===== src/rtl/openila_capture_ctrl_pkg.sv =====
// Shared types and helpers for the ILA capture sequencer.
// Holds the sequencer state encoding and small elaboration-time arithmetic helpers.
package openila_capture_ctrl_pkg;

    localparam int unsigned BYTE_W = 8;

    typedef enum logic [2:0] {
        StIdle,
        StPretrig,
        StWaitTrig,
        StPosttrig,
        StDone,
        StRdAddr,
        StRdData,
        StSend
    } cap_state_e;

    function automatic int unsigned ceil_div(input int unsigned a, input int unsigned b);
        return (a + b - 1) / b;
    endfunction

    function automatic int unsigned idx_width(input int unsigned n);
        return (n > 1) ? $clog2(n) : 1;
    endfunction

endpackage


===== src/rtl/openila_capture_ctrl_serialiser.sv =====
// Splits one stored sample into bytes, least-significant byte first, with valid/ready output.
// The loaded word is zero-padded to a whole number of bytes.
module openila_capture_ctrl_serialiser
    import openila_capture_ctrl_pkg::*;
#(
    parameter int unsigned W_SAMPLE = 8
) (
    input  logic                i_clk,
    input  logic                i_rst_n,
    input  logic                i_clear,
    input  logic                i_load,
    input  logic [W_SAMPLE-1:0] i_data,
    input  logic                i_ready,
    output logic [BYTE_W-1:0]   o_byte,
    output logic                o_valid,
    output logic                o_last
);

    localparam int unsigned NB      = ceil_div(W_SAMPLE, BYTE_W);
    localparam int unsigned W_SHIFT = BYTE_W * NB;
    localparam int unsigned W_IDX   = idx_width(NB);

    logic [W_SHIFT-1:0] r_shift;
    logic               r_valid;
    logic [W_IDX-1:0]   r_idx;

    logic w_accept;
    logic w_last_byte;

    assign w_accept    = r_valid & i_ready;
    assign w_last_byte = (r_idx == W_IDX'(NB - 1));
    assign o_last      = w_accept & w_last_byte;
    assign o_byte      = r_shift[BYTE_W-1:0];
    assign o_valid     = r_valid;

    always_ff @(posedge i_clk) begin
        if (!i_rst_n || i_clear) begin
            r_shift <= '0;
            r_valid <= 1'b0;
            r_idx   <= '0;
        end else if (i_load) begin
            r_shift <= W_SHIFT'(i_data);
            r_valid <= 1'b1;
            r_idx   <= '0;
        end else if (w_accept) begin
            r_shift <= r_shift >> BYTE_W;
            if (w_last_byte) begin
                r_valid <= 1'b0;
                r_idx   <= '0;
            end else begin
                r_idx <= r_idx + W_IDX'(1);
            end
        end
    end

endmodule


===== src/rtl/openila_capture_ctrl.sv =====
// Ring-buffer capture sequencer with run-time pre-trigger window and byte-serial readout.
// The stored window is always DEPTH samples, streamed oldest first.
module openila_capture_ctrl
    import openila_capture_ctrl_pkg::*;
#(
    parameter int unsigned W_SAMPLE = 8,
    parameter int unsigned W_ADDR   = 8
) (
    input  logic                i_clk,
    input  logic                i_rst_n,
    input  logic [W_SAMPLE-1:0] i_sample,
    input  logic                i_sample_valid,
    input  logic                i_trigger,
    input  logic                i_arm,
    input  logic                i_abort,
    input  logic [W_ADDR-1:0]   i_pretrig_depth,
    input  logic                i_rd_start,
    output logic [W_ADDR-1:0]   o_mem_addr,
    output logic                o_mem_wen,
    output logic [W_SAMPLE-1:0] o_mem_wdata,
    input  logic [W_SAMPLE-1:0] i_mem_rdata,
    output logic [BYTE_W-1:0]   o_comm_out,
    output logic                o_comm_out_valid,
    input  logic                i_comm_out_ready,
    output logic                o_busy,
    output logic                o_triggered,
    output logic                o_done
);

    localparam int unsigned DEPTH = 2 ** W_ADDR;
    localparam int unsigned W_CNT = W_ADDR + 1;

    cap_state_e          r_state, w_state_next;
    logic [W_ADDR-1:0]   r_p, w_p_next;
    logic [W_CNT-1:0]    r_fill_cnt, w_fill_cnt_next;
    logic [W_CNT-1:0]    r_post_cnt, w_post_cnt_next;
    logic [W_ADDR-1:0]   r_wptr, w_wptr_next;
    logic [W_ADDR-1:0]   r_trig_addr, w_trig_addr_next;
    logic [W_ADDR-1:0]   r_rptr, w_rptr_next;
    logic [W_CNT-1:0]    r_rd_cnt, w_rd_cnt_next;
    logic                r_triggered, w_triggered_next;
    logic                r_done, w_done_next;
    logic [W_ADDR-1:0]   r_mem_addr, w_mem_addr_next;
    logic                r_mem_wen, w_mem_wen_next;
    logic [W_SAMPLE-1:0] r_mem_wdata, w_mem_wdata_next;

    logic              w_capturing;
    logic              w_ser_load;
    logic              w_ser_clear;
    logic              w_ser_last;
    logic [W_CNT-1:0]  w_fill_inc;
    logic [W_CNT-1:0]  w_post_init;
    logic [W_ADDR-1:0] w_rd_base;
    logic [W_ADDR-1:0] w_rptr_inc;

    assign w_capturing = (r_state == StPretrig) || (r_state == StWaitTrig) ||
                         (r_state == StPosttrig);
    assign w_fill_inc  = r_fill_cnt + W_CNT'(1);
    // Samples still to store after the trigger so the window totals DEPTH.
    assign w_post_init = W_CNT'(DEPTH) - {1'b0, r_p} - W_CNT'(1);
    assign w_rd_base   = r_trig_addr - r_p;
    assign w_rptr_inc  = r_rptr + W_ADDR'(1);

    always_ff @(posedge i_clk) begin
        if (!i_rst_n) begin
            r_state     <= StIdle;
            r_p         <= '0;
            r_fill_cnt  <= '0;
            r_post_cnt  <= '0;
            r_wptr      <= '0;
            r_trig_addr <= '0;
            r_rptr      <= '0;
            r_rd_cnt    <= '0;
            r_triggered <= 1'b0;
            r_done      <= 1'b0;
            r_mem_addr  <= '0;
            r_mem_wen   <= 1'b0;
            r_mem_wdata <= '0;
        end else begin
            r_state     <= w_state_next;
            r_p         <= w_p_next;
            r_fill_cnt  <= w_fill_cnt_next;
            r_post_cnt  <= w_post_cnt_next;
            r_wptr      <= w_wptr_next;
            r_trig_addr <= w_trig_addr_next;
            r_rptr      <= w_rptr_next;
            r_rd_cnt    <= w_rd_cnt_next;
            r_triggered <= w_triggered_next;
            r_done      <= w_done_next;
            r_mem_addr  <= w_mem_addr_next;
            r_mem_wen   <= w_mem_wen_next;
            r_mem_wdata <= w_mem_wdata_next;
        end
    end

    always_comb begin
        w_state_next     = r_state;
        w_p_next         = r_p;
        w_fill_cnt_next  = r_fill_cnt;
        w_post_cnt_next  = r_post_cnt;
        w_wptr_next      = r_wptr;
        w_trig_addr_next = r_trig_addr;
        w_rptr_next      = r_rptr;
        w_rd_cnt_next    = r_rd_cnt;
        w_triggered_next = r_triggered;
        w_done_next      = r_done;
        w_mem_addr_next  = r_mem_addr;
        w_mem_wen_next   = 1'b0;
        w_mem_wdata_next = r_mem_wdata;
        w_ser_load       = 1'b0;
        w_ser_clear      = 1'b0;

        if (w_capturing && i_sample_valid) begin
            w_mem_wen_next   = 1'b1;
            w_mem_addr_next  = r_wptr;
            w_mem_wdata_next = i_sample;
            w_wptr_next      = r_wptr + W_ADDR'(1);
        end

        unique case (r_state)
            StIdle: begin
                if (i_arm) begin
                    w_p_next         = i_pretrig_depth;
                    w_fill_cnt_next  = '0;
                    w_triggered_next = 1'b0;
                    w_done_next      = 1'b0;
                    w_state_next     = (i_pretrig_depth == '0) ? StWaitTrig : StPretrig;
                end
            end
            StPretrig: begin
                if (i_sample_valid) begin
                    w_fill_cnt_next = w_fill_inc;
                    if (w_fill_inc == {1'b0, r_p}) begin
                        w_state_next = StWaitTrig;
                    end
                end
            end
            StWaitTrig: begin
                if (i_sample_valid && i_trigger) begin
                    w_trig_addr_next = r_wptr;
                    w_triggered_next = 1'b1;
                    w_post_cnt_next  = w_post_init;
                    if (w_post_init == '0) begin
                        w_done_next  = 1'b1;
                        w_state_next = StDone;
                    end else begin
                        w_state_next = StPosttrig;
                    end
                end
            end
            StPosttrig: begin
                if (i_sample_valid) begin
                    w_post_cnt_next = r_post_cnt - W_CNT'(1);
                    if (r_post_cnt == W_CNT'(1)) begin
                        w_done_next  = 1'b1;
                        w_state_next = StDone;
                    end
                end
            end
            StDone: begin
                if (i_rd_start) begin
                    w_rptr_next     = w_rd_base;
                    w_rd_cnt_next   = W_CNT'(DEPTH);
                    w_mem_addr_next = w_rd_base;
                    w_state_next    = StRdAddr;
                end
            end
            StRdAddr: begin
                w_state_next = StRdData;
            end
            StRdData: begin
                w_ser_load   = 1'b1;
                w_state_next = StSend;
            end
            StSend: begin
                if (w_ser_last) begin
                    w_rptr_next   = w_rptr_inc;
                    w_rd_cnt_next = r_rd_cnt - W_CNT'(1);
                    if (r_rd_cnt == W_CNT'(1)) begin
                        w_done_next  = 1'b0;
                        w_state_next = StIdle;
                    end else begin
                        w_mem_addr_next = w_rptr_inc;
                        w_state_next    = StRdAddr;
                    end
                end
            end
            default: begin
                w_state_next = StIdle;
            end
        endcase

        // Abort wins over everything; the dropped sample does not advance wptr.
        if (i_abort) begin
            w_state_next     = StIdle;
            w_mem_wen_next   = 1'b0;
            w_wptr_next      = r_wptr;
            w_triggered_next = 1'b0;
            w_done_next      = 1'b0;
            w_ser_clear      = 1'b1;
        end
    end

    openila_capture_ctrl_serialiser #(
        .W_SAMPLE (W_SAMPLE)
    ) u_serialiser (
        .i_clk   (i_clk),
        .i_rst_n (i_rst_n),
        .i_clear (w_ser_clear),
        .i_load  (w_ser_load),
        .i_data  (i_mem_rdata),
        .i_ready (i_comm_out_ready),
        .o_byte  (o_comm_out),
        .o_valid (o_comm_out_valid),
        .o_last  (w_ser_last)
    );

    assign o_mem_addr  = r_mem_addr;
    assign o_mem_wen   = r_mem_wen;
    assign o_mem_wdata = r_mem_wdata;
    assign o_busy      = (r_state != StIdle);
    assign o_triggered = r_triggered;
    assign o_done      = r_done;

endmodule


===== config.mk =====
export PLATFORM = sky130hd
export DESIGN_NAME = openila_capture_ctrl
export DESIGN_NICKNAME = d
export VERILOG_FILES = /design/src/rtl/openila_capture_ctrl_pkg.sv /design/src/rtl/openila_capture_ctrl_serialiser.sv /design/src/rtl/openila_capture_ctrl.sv
export SDC_FILE = /design/constraint.sdc
export NUM_CORES = 1
export LEC_CHECK = 0
export ABC_AREA = 1
export CORE_UTILIZATION = 59
export CTS_CLUSTER_SIZE = 14
export DETAILED_ROUTE_END_ITERATION = 10
export HOLD_SLACK_MARGIN = 0.02
export PLACE_DENSITY = 0.95
export SYNTH_ARGS = -nofsm -noshare
export SYNTH_HDL_FRONTEND = slang
export SYNTH_SLANG_ARGS = --single-unit

===== constraint.sdc =====
create_clock -name i_clk -period 2.9 [get_ports i_clk]
set_input_delay 0.58 -clock i_clk [delete_from_list [all_inputs] [get_ports i_clk]]
set_output_delay 0.58 -clock i_clk [all_outputs]
set_load 0.05 [all_outputs]

==> results.json <==
{
  "avgSynthCellArea_sq_um": 6.96,
  "synth-edff-count": 0,
  "fin_nets": 787,
  "top_regs": "r_fill_cnt (9), r_post_cnt (9), r_rd_cnt (9)",
  "clock_sinks": 90,
  "vias": 5157,
  "io_buffers": 60,
  "ys_seq_area_share_pct": 37.8,
  "synth_cells": 684,
  "fin_ws_ns": 0.278,
  "row_count": 32,
  "fin_cells": 847,
  "worstMarginPinSlew_ns": 0.565,
  "drc": 0,
  "ys_top_cells_by_area": "dfxtp_1 (38%), nand2_1 (10%), a21oi_1 (7.4%), nand3_1 (6.4%), o21ai_0 (5.9%)",
  "grt_overflow_total": 0,
  "avgViaCountPerCell": 6.09,
  "finalCritPeriodShare_pct": 90.4,
  "min_period_ns": 2.62,
  "cp-start-kind": "flip-flop",
  "max_freq_ghz": 0.381,
  "gp_congestion": 0.943,
  "end_kind": "primary output",
  "hpwl_mm": 9.50,
  "critPathKind": "flip-flop to primary output",
  "grt_max_degree": 43,
  "critical_path_required_ns": 2.32,
  "clockBufferDepth": 2,
  "post_cts_resized": 0,
  "pin_count": 61,
  "yosysWarnings": 0,
  "drtIter0Drc": 526,
  "floorplan.initialDensity_pct": 61.3,
  "grt_pass1_vias": 4967,
  "crit_chain": "inv_1 -> nand2_2 -> nor2_1 -> inv_1 -> clkdlybuf4s50_1",
  "dpl_worst_slack_ns": 0.364,
  "clk_latency_ns": 0.36,
  "clk_pin_slew_ns": 0.09,
  "antenna_found_initial": 0,
  "diodes": 0,
  "hold_violations": 0,
  "fin_skew_ns": 0.00905,
  "ys.flop_type": "dfxtp_1",
  "synth_cell_types": 46,
  "reg2reg_depth": 12,
  "min_path_type": "flip-flop to flip-flop",
  "synth_nets": 731,
  "dieArea_sq_um": 8440,
  "async_reset_ff_share_pct": 0,
  "root_buffer": "clkbuf_8",
  "die_h_um": 91.9,
  "arrival_ns": 2.04,
  "first_pass_iters": 5,
  "cts_buffers": 9,
  "tns_ns": 0,
  "status": "completed",
  "cts_tree": "yes",
  "fp.dieW_um": 91.9,
  "ys_seq_elements": 90,
  "grt_pass1_wl_mm": 22.1,
  "finalSetupViolCount": 0,
  "power_leakage_uw": 0.00224,
  "grt_usage_pct": 32.6,
  "min_path_cells": 2,
  "ant_nets": 0,
  "post_cts_buffers": 0,
  "core_sq_um": 7770,
  "postRouteWirelength_mm": 13.4,
  "synth.top_cells.by_count": "nand2_1 (128), dfxtp_1 (90), a21oi_1 (70), inv_1 (70), nor2_1 (67)",
  "synthesis.area_sq_um": 4760,
  "cp_common_cell": "inv_1",
  "cpMaxStageDelayCell": "clkdlybuf4s50_1",
  "cts-hold-fix-buffers": 0,
  "cellPowerDensity_nw_per_um2": 674,
  "drive_above_1_share_pct": 6.85,
  "yosys.area.top_type": "dfxtp_1",
  "peakVddDrop_uv": 434,
  "slew-limit-headroom_pct": 62.3,
  "synth_most_common_cell": "nand2_1",
  "rsz0062_at_grt": "false",
  "area_growth_pct": 18.6,
  "htree_levels": 3,
  "fill_cells": 572,
  "dp_cells": 831,
  "drv_cap": 0,
  "multi_input_area_sq_um": 2570,
  "wire_per_inst_um": 15.8,
  "synth_top_area_share_pct": 37.8,
  "path_max_fanout": 5,
  "cpPeakStageDelay_ns": 0.82,
  "slew_viol_final": 0,
  "regArea_sq_um": 1800
}
-- layout by cell type, fill, tap and decap left out, types with 2 or more instances in the layout --
master / synthesis / routed
nor2_4: 2 / 2
inv_2: 8 / 8
xor2_1: 6 / 6
o21ai_1: 4 / 4
nor2_1: 67 / 67
o21a_1: 3 / 3
a21oi_1: 70 / 70
a221oi_1: 2 / 2
nand4_1: 8 / 8
a31oi_1: 11 / 11
o2111ai_1: 3 / 3
clkdlybuf4s50_1: 0 / 60
xnor2_1: 7 / 7
dfxtp_1: 90 / 90
a211oi_1: 6 / 6
nand3_2: 3 / 3
nand3_1: 61 / 61
nand2_2: 4 / 4
ha_1: 14 / 14
inv_1: 70 / 70
nor4_1: 4 / 4
nand2_1: 128 / 128
or2_2: 3 / 3
nor2_2: 5 / 5
nor3_1: 11 / 11
buf_4: 1 / 6
inv_6: 0 / 2
o21ai_0: 56 / 56
clkbuf_8: 0 / 11
-- power breakdown --
part	total [uW]	internal [uW]	switching (uW)
clock network	914	451	464
registers	1500	1370	130
logic	1390	484	907
-- worst max-delay path, delay by kind of cell (launching register included) --
kind / cells / cell delay [ns]
buf+inv: 3 / 1.06
simple gates: 2 / 0.17
flops: 1 / 0.46
-- per-stage QoR --
| step | hold slack, ns | util [%] | total power [uW] | instance area (sq um) |
|---|---|---|---|---|
| global placement | 0.453 | 70.0 | 2800 | 5440 |
| global route | 0.506 | 72.7 | 4000 | 5650 |
| finish | 0.478 | 72.7 | 3810 | 5650 |
| CTS | 0.480 | 72.7 | 3770 | 5650 |
| floorplan | 0.444 | - | 2480 | 4760 |
| detailed placement | 0.465 | 70.0 | 2860 | 5440 |
-- cells by family (layout without fill, tap and decap cells) --
| family | after synthesis | count (layout) | share of synthesized area [%] |
|---|---|---|---|
| adder cells (fa/ha/maj) | 15 | 15 | 4.10 |
| buffers and inverters | 100 | 161 | 8.27 |
| AND/OR/NAND/NOR | 304 | 304 | 28.7 |
| flip-flops | 90 | 90 | 37.8 |
| AO/OA/AOI/OAI | 162 | 162 | 18.8 |
| XOR/XNOR | 13 | 13 | 2.39 |
-- path summary, 6_finish.rpt --
path / from / end / slack, ns
setup / recovery: r_state[0]$_SDFFE_PP0P_ / o_busy / 0.28
hold / removal: o_triggered$_SDFFE_PP0P_ / o_triggered$_SDFFE_PP0P_ / 0.48
setup reg to reg: r_state[1]$_SDFFE_PP0P_ / o_mem_addr[2]$_SDFF_PN0_ / 0.62
hold reg to reg: o_triggered$_SDFFE_PP0P_ / o_triggered$_SDFFE_PP0P_ / 0.48
-- layout make-up --
cell class	instances	area share, %
Multi-Input combinational cell	494	45.4
Clock inverter	5	1.06
Sequential cell	90	31.9
Clock buffer	11	2.68
Timing Repair Buffer	66	11.4
Tap cell	102	2.26
Inverter	79	5.25
-- layer usage --
layer	wire (um)	vias up	global-route usage (%)	share of wire, %
met3	1210	64	4.64	9.1
met5	0	-	0	0
li1	-	2407	-	-
met1	5230	2369	39.5	39
met4	570	0	18.8	4.3
met2	6390	317	55.2	48
(Power assumes the default switching activity.)
==> RTL edit: new RTL, same settings <==
`W_SAMPLE` is set to 8 in 2 places; all go to 12.
--- a/src/rtl/openila_capture_ctrl_serialiser.sv
+++ b/src/rtl/openila_capture_ctrl_serialiser.sv
@@ -5,3 +5,3 @@
 #(
-    parameter int unsigned W_SAMPLE = 8
+    parameter int unsigned W_SAMPLE = 12
 ) (
--- a/src/rtl/openila_capture_ctrl.sv
+++ b/src/rtl/openila_capture_ctrl.sv
@@ -5,3 +5,3 @@
 #(
-    parameter int unsigned W_SAMPLE = 8,
+    parameter int unsigned W_SAMPLE = 12,
     parameter int unsigned W_ADDR   = 8
Interface: changed (resized i_mem_rdata, i_sample and o_mem_wdata); port bits go from 61 to 73. The function was not compared with the original's and may differ.
==> RTL edit against the unedited design <==
  * Clock skew about the same
  * Final area increased by 9.9%
  * Synthesized area increased by 10%
  * Die area increased by 9.9%
  * Critical endpoint unchanged
  * Count of clock-buffer cells in the layout decreased by 2
  * Sequential cell count increased by 9
  * Worst setup slack got worse by 26 ps
  * Routed wire length increased by 2.3%
Power is not compared: it rests on default switching activity, and its combinational part moved more than twofold at a synthesized area within 25%.
==> RTL edit: results (changes against the unedited design) <==
Status
  – Outcome: finished, final reports clean

Hold path
  – Min-delay src: u_serialiser.r_shift[6]$_SDFFE_PP0P_
  – Hold Path Cell Cnt: 2 (unchanged)
  – Hold endpoint: u_serialiser.r_shift[6]$_SDFFE_PP0P_

Placement
  – Worst slack, placed: 178.1 ps (-185.8 ps)
  – DP Cell Count: 923 (+11%)
  – IO buf count: 72 (+20%)
  – DP HPWL: 10.04 mm (+5.7%)
  – Routability cong.: 0.9087 (-3.6%)

Detailed routing
  – Vias: 5532 (+7.3%)
  – Met3 WL post-DR: 1.169 mm (-3.7%)
  – DRT iter0 DRCs: 469 (-11%)
  – Final Routed Wirelength: 13.72 mm (+2.3%)
  – Met1 WL: 5.584 mm (+6.7%)
  – Met2 wire len: 6.474 mm (+1.3%)
  – Detailed Routing Iterations Pass 1: 6 (+1)

Logic synthesis
  – Seq/Total Area, Yosys: 37.77% (-0.057 points)
  – Area share of fa/ha/maj cells after synthesis: 3.720% (-0.38 points)
  – Top cells by instance count after synthesis: 168 x nand2_1, 99 x dfxtp_1, 83 x nor2_1, 80 x inv_1, 70 x a21oi_1
  – Library cells used by synthesis: 47 (+2.2%)
  – Synth area leaders: dfxtp_1 38%, nand2_1 12%, a21oi_1 6.7%
  – Syn Nets: 821 (+12%)
  – Post-synthesis xor/xnor area fraction: 0.6676% (-1.7 points)
  – Compound-Gate Fraction of Synth Area: 17.43% (-1.3 points)
  – Cells after Synth: 766 (+12%)

Global routing
  – Met2 Track Usage GR: 51.48% (-3.7 points)
  – M1 GR Usage: 38.10% (-1.4 points)
  – GR met3 Demand/Resource: 6.161% (+1.5 points)
  – Number of global-route vias before repair: 5205 (+4.8%)
  – Largest net degree at the start of global routing: 42 (-2.3%)
  – Tot GR Track Use: 31.04% (-1.6 points)
  – First-pass GRT wire length: 22.49 mm (+1.7%)

STA
  – Max Clock Skew: 8.613 ps (-0.4380 ps)
  – Slew @ Worst Pin: 613.3 ps (+48.57 ps)
  – Final hold slack: 469.2 ps (-8.597 ps)

Critical path
  – R2R cell count: 11 (-1)
  – Crit Reg-Reg Endpoint: r_rd_cnt[7]$_SDFFE_PN0P_
  – Worst Path Arrival: 2070 ps (+30 ps)
  – Crit-path max FO: 6 (+1)
  – RR Startpoint: r_state[2]$_SDFFE_PP0P_

Cells and area
  – Share of cells above drive strength 1: 6.386% (-0.46 points)
  – # fillers: 655 (+15%)
  – # nets final: 881 (+12%)
  – Final cell count without fillers: 938 (+11%)

Floorplanning
  – Die W: 96.31 um (+4.9%)
==> RTL edit: cell count changes after synthesis, sizes merged, moves of 6 or more <==
cell / delta
nor2: +18
inv: +7
o211ai: +10
nand2: +36
buf: +6
dfxtp: +9
or2: +6
==> RTL edit: worst max-delay path by stage <==
stage                               end                               from  cells after the start  slack, ps
3_3_place_gp   r_rd_cnt[7]$_SDFFE_PN0P_                   i_comm_out_ready                     12        270
2_1_floorplan  r_rd_cnt[6]$_SDFFE_PN0P_  u_serialiser.o_valid$_SDFFE_PP0P_                     11        880
6_report                         o_busy            r_state[1]$_SDFFE_PP0P_                      5        250
4_1_cts                          o_busy            r_state[1]$_SDFFE_PP0P_                      5        250
5_1_grt                          o_busy            r_state[1]$_SDFFE_PP0P_                      5        160
3_5_place_dp   r_rd_cnt[7]$_SDFFE_PN0P_                   i_comm_out_ready                     12        180
==> RTL edit: where the power goes <==
group          switching [mW]  internal [mW]  leakage, nW  total [mW]
clock                   0.479          0.484        0.106       0.964
sequential             0.0531           1.42        0.802        1.47
combinational           0.430          0.247         1.56       0.677
==> RTL edit: worst max-delay path, delay by kind of cell (launching register included) <==
kind / cells / cell delay [ps]
flip-flops: 1 / 480
AND/OR/NAND/NOR: 2 / 150
buffers and inverters: 3 / 1070
==> RTL edit: layout make-up <==
type	count	share of cell area [%]
Clock buffer	9	1.995
Clock inverter	6	1.451
Multi-Input combinational cell	550	44.71
Sequential cell	99	31.92
Tap cell	108	2.176
Timing Repair Buffer	79	12.45
Inverter	87	5.299
==> RTL edit: metrics by stage <==
step	power, mW	util (%)	cell area [um2]
global route	3.244	71.55	6210
global placement	2.141	69.09	5996
detailed placement	2.164	69.09	5996
CTS	3.106	71.55	6210
floorplan	1.937	-	5248
finish	3.114	71.55	6210
